**config.mk**
```make
export PLATFORM = sky130hd
export DESIGN_NAME = stopwatch_counter
export DESIGN_NICKNAME = d
export VERILOG_FILES = /design/src/rtl/stopwatch_pkg.sv /design/src/rtl/stopwatch_counter_edge_detect.sv /design/src/rtl/stopwatch_counter.sv
export SDC_FILE = /design/constraint.sdc
export NUM_CORES = 1
export LEC_CHECK = 0
export CORE_AREA = 2 2 39 41
export CTS_CLUSTER_DIAMETER = 120
export DETAILED_ROUTE_END_ITERATION = 7
export DIE_AREA = 0 0 41 43
export GPL_TIMING_DRIVEN = 0
export SLEW_MARGIN = 20
export SYNTH_ARGS = -nofsm -noshare
export SYNTH_HDL_FRONTEND = slang
export SYNTH_SLANG_ARGS = --single-unit
```
**constraint.sdc**
```tcl
create_clock -name CLK -period 2.1 [get_ports CLK]
set_clock_uncertainty 0.15 [all_clocks]
set_input_delay 0.525 -clock CLK [delete_from_list [all_inputs] [get_ports CLK]]
set_output_delay 0.525 -clock CLK [all_outputs]
set_load 0.05 [all_outputs]
```
**src/rtl/stopwatch_pkg.sv**
```systemverilog
// stopwatch_pkg: shared FSM state encoding and default parameters for stopwatch_counter.
package stopwatch_pkg;
    typedef enum logic {ST_STOP = 1'b0, ST_RUN = 1'b1} state_t;
    localparam int DEF_WIDTH = 4;
    localparam int DEF_MAX_VAL = 9;
    localparam int DEF_PRESCALE = 1;
endpackage

```
**src/rtl/stopwatch_counter_edge_detect.sv**
```systemverilog
// edge_detect: registered rising-edge detector; the history register loads the input during reset.
module edge_detect (
    input  logic clk,
    input  logic rst,
    input  logic d,
    output logic rise
);
    logic q;
    always_ff @(posedge clk) q <= d;
    assign rise = d & ~q & ~rst;
endmodule

```
**src/rtl/stopwatch_counter.sv**
```systemverilog
// stopwatch_counter: start/stop/clear up/down modulo counter with prescaler and wrap pulse.
module stopwatch_counter
    import stopwatch_pkg::*;
#(
    parameter int WIDTH = DEF_WIDTH,
    parameter int MAX_VAL = DEF_MAX_VAL,
    parameter int PRESCALE = DEF_PRESCALE
) (
    input  logic             CLK,
    input  logic             RST,
    input  logic             SW1,
    input  logic             SW2,
    input  logic             DIR,
    output logic [WIDTH-1:0] OUT,
    output logic             RUN,
    output logic             CARRY
);
    localparam int PW = PRESCALE > 1 ? $clog2(PRESCALE) : 1;
    localparam logic [PW-1:0] PRE_LAST = PW'(PRESCALE - 1);
    localparam logic [WIDTH-1:0] TOP = WIDTH'(MAX_VAL);
    state_t state, state_nx;
    logic [PW-1:0] pre_cnt;
    logic [WIDTH-1:0] out_nx;
    logic sw1_edge, sw2_edge, tick, wrap;
    edge_detect u_sw1 (.clk(CLK), .rst(RST), .d(SW1), .rise(sw1_edge));
    edge_detect u_sw2 (.clk(CLK), .rst(RST), .d(SW2), .rise(sw2_edge));
    always_comb begin
        state_nx = sw1_edge ? (state == ST_RUN ? ST_STOP : ST_RUN) : state;
        tick = state == ST_RUN && pre_cnt == PRE_LAST;
        wrap = DIR ? OUT == '0 : OUT == TOP;
        out_nx = wrap ? (DIR ? TOP : '0) : (DIR ? OUT - WIDTH'(1) : OUT + WIDTH'(1));
    end
    // clear beats a coincident tick and also swallows its wrap pulse
    always_ff @(posedge CLK) begin
        if (RST) begin
            state <= ST_STOP;
            OUT <= '0;
            pre_cnt <= '0;
            CARRY <= 1'b0;
        end else begin
            state <= state_nx;
            CARRY <= tick && wrap && !sw2_edge;
            if (sw2_edge) begin
                OUT <= '0;
                pre_cnt <= '0;
            end else if (state == ST_RUN) begin
                pre_cnt <= tick ? '0 : pre_cnt + PW'(1);
                if (tick) OUT <= out_nx;
            end
        end
    end
    assign RUN = state == ST_RUN;
endmodule

```
* After elaboration in Yosys (flattened, before gate mapping)
Index checks and enable logic that the tools add are counted.
Cells by class: mux-type cells 6, reductions and logical operators 7, add/sub/neg operators 3, bitwise operators 8, equal/unequal tests 1
Operators with widths (count):
- $mux 4 | 3
- $add 4x1->4 const B | 1
- $and 1x1->1 | 4
- $eq 4x4->1 const B | 1
- $logic_not 4->1 | 1
- $not 1->1 | 4
- $sub 4x1->4 const B | 1
- $logic_and 1x1->1 | 3
- $mux 1 | 3
- $reduce_and 2->1 | 1
- $reduce_or 2->1 | 1
- $add 1x1->1 const B | 1
- $logic_not 1->1 | 1
Word-level totals: output and inout bits 6, register bits after elaboration 9

* Logic depth before layout (Yosys ltp)
depth after elaboration 5, mapped depth 5, depth with buffers taken out 5

* By module
A second synthesis with hierarchy kept.
Unflattened totals: cells, all modules 44, area, all modules 444.2 µm²
Modules (own cells, without submodules):
- stopwatch_counter | instances 1, cells each 40, area an instance 379.1 µm²
- edge_detect | instances 2, cells each 2, area an instance 32.5 µm²

* Worst setup path after synthesis
OpenSTA, ideal clock, no wires.
path kind reg-to-reg, start point register OUT[1], end point register OUT[3], library setup time 0.115 ns, period minus slack after synthesis 1.849 ns, path buffers 0, arrival 1.584 ns, setup slack 0.251 ns, cell stages (with the launch flop) 6, path through dfxtp_1 ha_1 a21o_2 a21oi_1 xnor2_1 o21a_1
On the way: longest elaborated chain between the ends 3, elaborated cells between the ends (all ways) 7, classes of those cells add/sub: 2; eq/ne: 1; mux: 3; reduce/logical: 1
RTL lines:
- start, declared | line stopwatch_counter.sv:14 | output logic [WIDTH-1:0] OUT,
- start signal, assigned | line stopwatch_counter.sv:48 | if (tick) OUT <= out_nx;
- $add 4x1->4 (tied with other cells) | line stopwatch_counter.sv:31 | out_nx = wrap ? (DIR ? TOP : '0) : (DIR ? OUT - WIDTH'(1) : OUT + WIDTH'(1));
- $mux 4 or $mux 1 (tied branches) | line stopwatch_counter.sv:31, stopwatch_counter.sv:30
- $mux 4 (*) | line stopwatch_counter.sv:31
Mark *: on every way between the ends. The rest lies on a longest branch, timed or not. A chain may end at the register's enable or synchronous reset.

* Final worst setup path
start point register CARRY, end point output port CARRY
RTL lines:
- start, declared | line stopwatch_counter.sv:16 | output logic CARRY
- start signal, assigned | line stopwatch_counter.sv:42 | CARRY <= tick && wrap && !sw2_edge;
No word-level cell between the ends.

==> results.py <==
metrics = {
    "run_status": {
        "status": "finished, final reports clean",
    },
    "layout": {
        "final_common_cell": "dfxtp_1",
        "multi_input_area_um2": 272,
        "layout-drive-gt1-share_pct": 16.7,
        "area_growth_pct": 30.6,
        "antenna_cells": 0,
        "layout_common_cells": "dfxtp_1, nor2_1, dlygate4sd2_1",
        "final_net_count": 69,
        "seqCellArea_um2": 180,
        "n_fill_cell": 141,
    },
    "timing": {
        "setup-tns-final_ns": 0,
        "max_freq_mhz": 497,
        "setup_viol": 0,
        "rsz0062_at_grt": "false",
        "report.final.slew_viol_count": 0,
        "whs_ns": 0.330,
        "fin_crit_sh_pct": 95.8,
        "fin_crit_ns": 2.01,
        "worst_pin_slew_ns": 0.488,
        "hold_viol": 0,
        "slew_headroom_pct": 67.4,
    },
    "critical_path": {
        "crit_family": "buffers and inverters",
        "start_kind": "flip-flop",
        "cp.required_ns": 1.42,
        "crit_cells": 1,
        "cp_slowest_cell": "clkdlybuf4s50_1",
        "rrSetupSlack_ns": 0.53,
        "cp.arrival_ns": 1.34,
        "r2r-end": "OUT[3]",
        "path_cells": "clkdlybuf4s50_1",
        "crit_type": "reg2out",
        "cp_num_buf_inv": 1,
        "ff2ff_path_depth": 5,
        "cpPeakStageDelay_ns": 0.79,
        "worstSetupEndpointType": "output pin",
        "cp_max_fo": 1,
        "r2r_start": "OUT[1]",
    },
    "place": {
        "post-dp-hpwl_um": 566,
        "gp_congestion": 0.642,
        "port_buffers": 10,
    },
    "worst_hold_path": {
        "hold_path_end": "OUT[2]",
        "hp-start": "OUT[2]",
        "min_delay_path_depth": 2,
        "hold_path_class": "reg2reg",
    },
    "floorplan": {
        "core.rowCount": 14,
        "start_util_pct": 33.7,
        "die_y_um": 43,
        "core_area_mm2": 0.00138,
        "num_io_pins": 11,
        "dieWidth_um": 41,
        "die_area_mm2": 0.00176,
    },
    "grt": {
        "grt_overflow": 0,
        "grt_pass1_wl_um": 1210,
        "grt_max_degree": 7,
        "grt.total_usage_pct": 10.2,
        "grt_antenna_before_repair": 0,
        "grt_pass1_vias": 292,
    },
    "clocking": {
        "clk_path_buf_depth": 2,
        "cts_sinks": 9,
        "cts_resized": 5,
        "cts_root_buf": "clkbuf_4",
        "post_cts_buffers": 0,
        "clkTransAtPathRegs_ns": 0.06,
        "cts_made_buffers": 3,
        "worstSkewPairLatency_ns": 0.25,
        "htree_levels": 1,
        "cts_hold_buf": 0,
        "cts_tree": "done",
    },
    "logic_synthesis": {
        "synth_compound_area_share_pct": 12.9,
        "syn-instance-count": 46,
        "synth_cell_types": 24,
        "synth_area_leader_cell": "dfxtp_1",
        "ys_ff_latch": 9,
        "ys_seq_area_share_pct": 38.6,
        "synth_mux_area_share_pct": 0,
        "ys_warn_count": 0,
        "synthSimpleGateAreaFrac_pct": 26.3,
        "synth_fa_ha_area_share_pct": 9.65,
        "syn-num-nets": 54,
        "netlist.area_leader.share_pct": 38.6,
        "synth.area.top_cells": "dfxtp_1, xnor2_1, ha_1, nor4b_4, fa_1",
        "synth_area_per_cell_um2": 10.1,
        "netlist_area_um2": 467,
        "synth_xor_area_share_pct": 9.38,
        "synth_top_family_by_area": "simple AND/OR/NAND/NOR gates",
    },
    "power_and_ir_drop": {
        "pwr_density_cell_mw_per_mm2": 670,
        "p_leak_nw": 0.269,
        "total_power_uw": 408,
        "peakVddDrop_mv": 0.377,
    },
    "drt": {
        "via_per_inst": 4.45,
        "first_iter_violations": 0,
        "post-route-drc-count": 0,
        "first_pass_iters": 1,
        "wl_per_cell_um": 9.32,
        "routed_wl_um": 708,
        "via_count": 338,
        "drtAntennaViolNets": 0,
    },
    "job": {
        "cap_violations": 0,
    },
}
## through the flow
step                      setup slack [ns]  instances  instance area, um^2  utilization (%)
after floorplan                      0.251         46                  467                -
after global placement              -0.204         72                  587             42.4
after detailed placement            -0.213         72                  587             42.4
after CTS                           0.0482         76                  607             43.9
after global routing                0.0493         76                  609             44.0
final                               0.0882         76                  609             44.0
## power breakdown
part           internal (mW)  switching (mW)  leakage [nW]
clock                 0.0727          0.0524        0.0150
combinational         0.0400          0.0548         0.181
sequential             0.179         0.00902        0.0738
total                  0.292           0.116         0.269
## state kept, by name, summed over array words and instances, names as in the netlist
register / count
OUT: 4
CARRY: 1
u_sw1.q: 1
u_sw2.q: 1
RUN: 1
pre_cnt: 1
## routing by layer
| metal | up-vias | track usage [%] | routed length [um] |
|---|---|---|---|
| li1 | 182 | - | - |
| met1 | 146 | 14.1 | 334 |
| met2 | 10 | 13.4 | 332 |
| met3 | 0 | 1.57 | 41 |
| met4 | 0 | 8.00 | 0 |
| met5 | - | 0 | 0 |
## layout make-up
class / count / share of cell area (%)
timing repair buffer: 10 / 15.8
sequential: 9 / 29.6
inverter: 4 / 2.46
multi-input combinational: 33 / 44.6
clock buffer: 4 / 4.31
tap: 16 / 3.29
## synth_stat cells
master    instances
nand3b_1          1
nand3_1           1
dfxtp_1           9
o21ai_0           1
nor3b_1           1
a21o_1            1
fa_1              1
nand2_1           1
xor2_1            1
nor4b_4           1
nor3_1            1
o21a_1            1
a22oi_2           1
xnor2_1           4
or2_2             1
nor2_1            5
nor3_2            1
ha_1              2
nor2b_1           2
or3b_1            1
a21oi_1           2
a21o_2            2
inv_1             4
nand2b_4          1
## cells by family after synthesis
group,after synthesis
AOI/OAI and AO/OA,8
and+or+nand+nor,17
DFF,9
xor gates and xnor gates,5
adders and majority gates,3
buffers and inverters,4
## how the worst max path moves through the flow
stage | from | to | slack (ns)
6_report | CARRY | CARRY | 0.09
5_1_grt | CARRY | CARRY | 0.05
4_1_cts | DIR | OUT[3] | 0.05
3_5_place_dp | DIR | OUT[3] | -0.21
3_3_place_gp | DIR | OUT[3] | -0.20
2_1_floorplan | OUT[1] | OUT[3] | 0.25
Power figures use the tool's default switching activity.
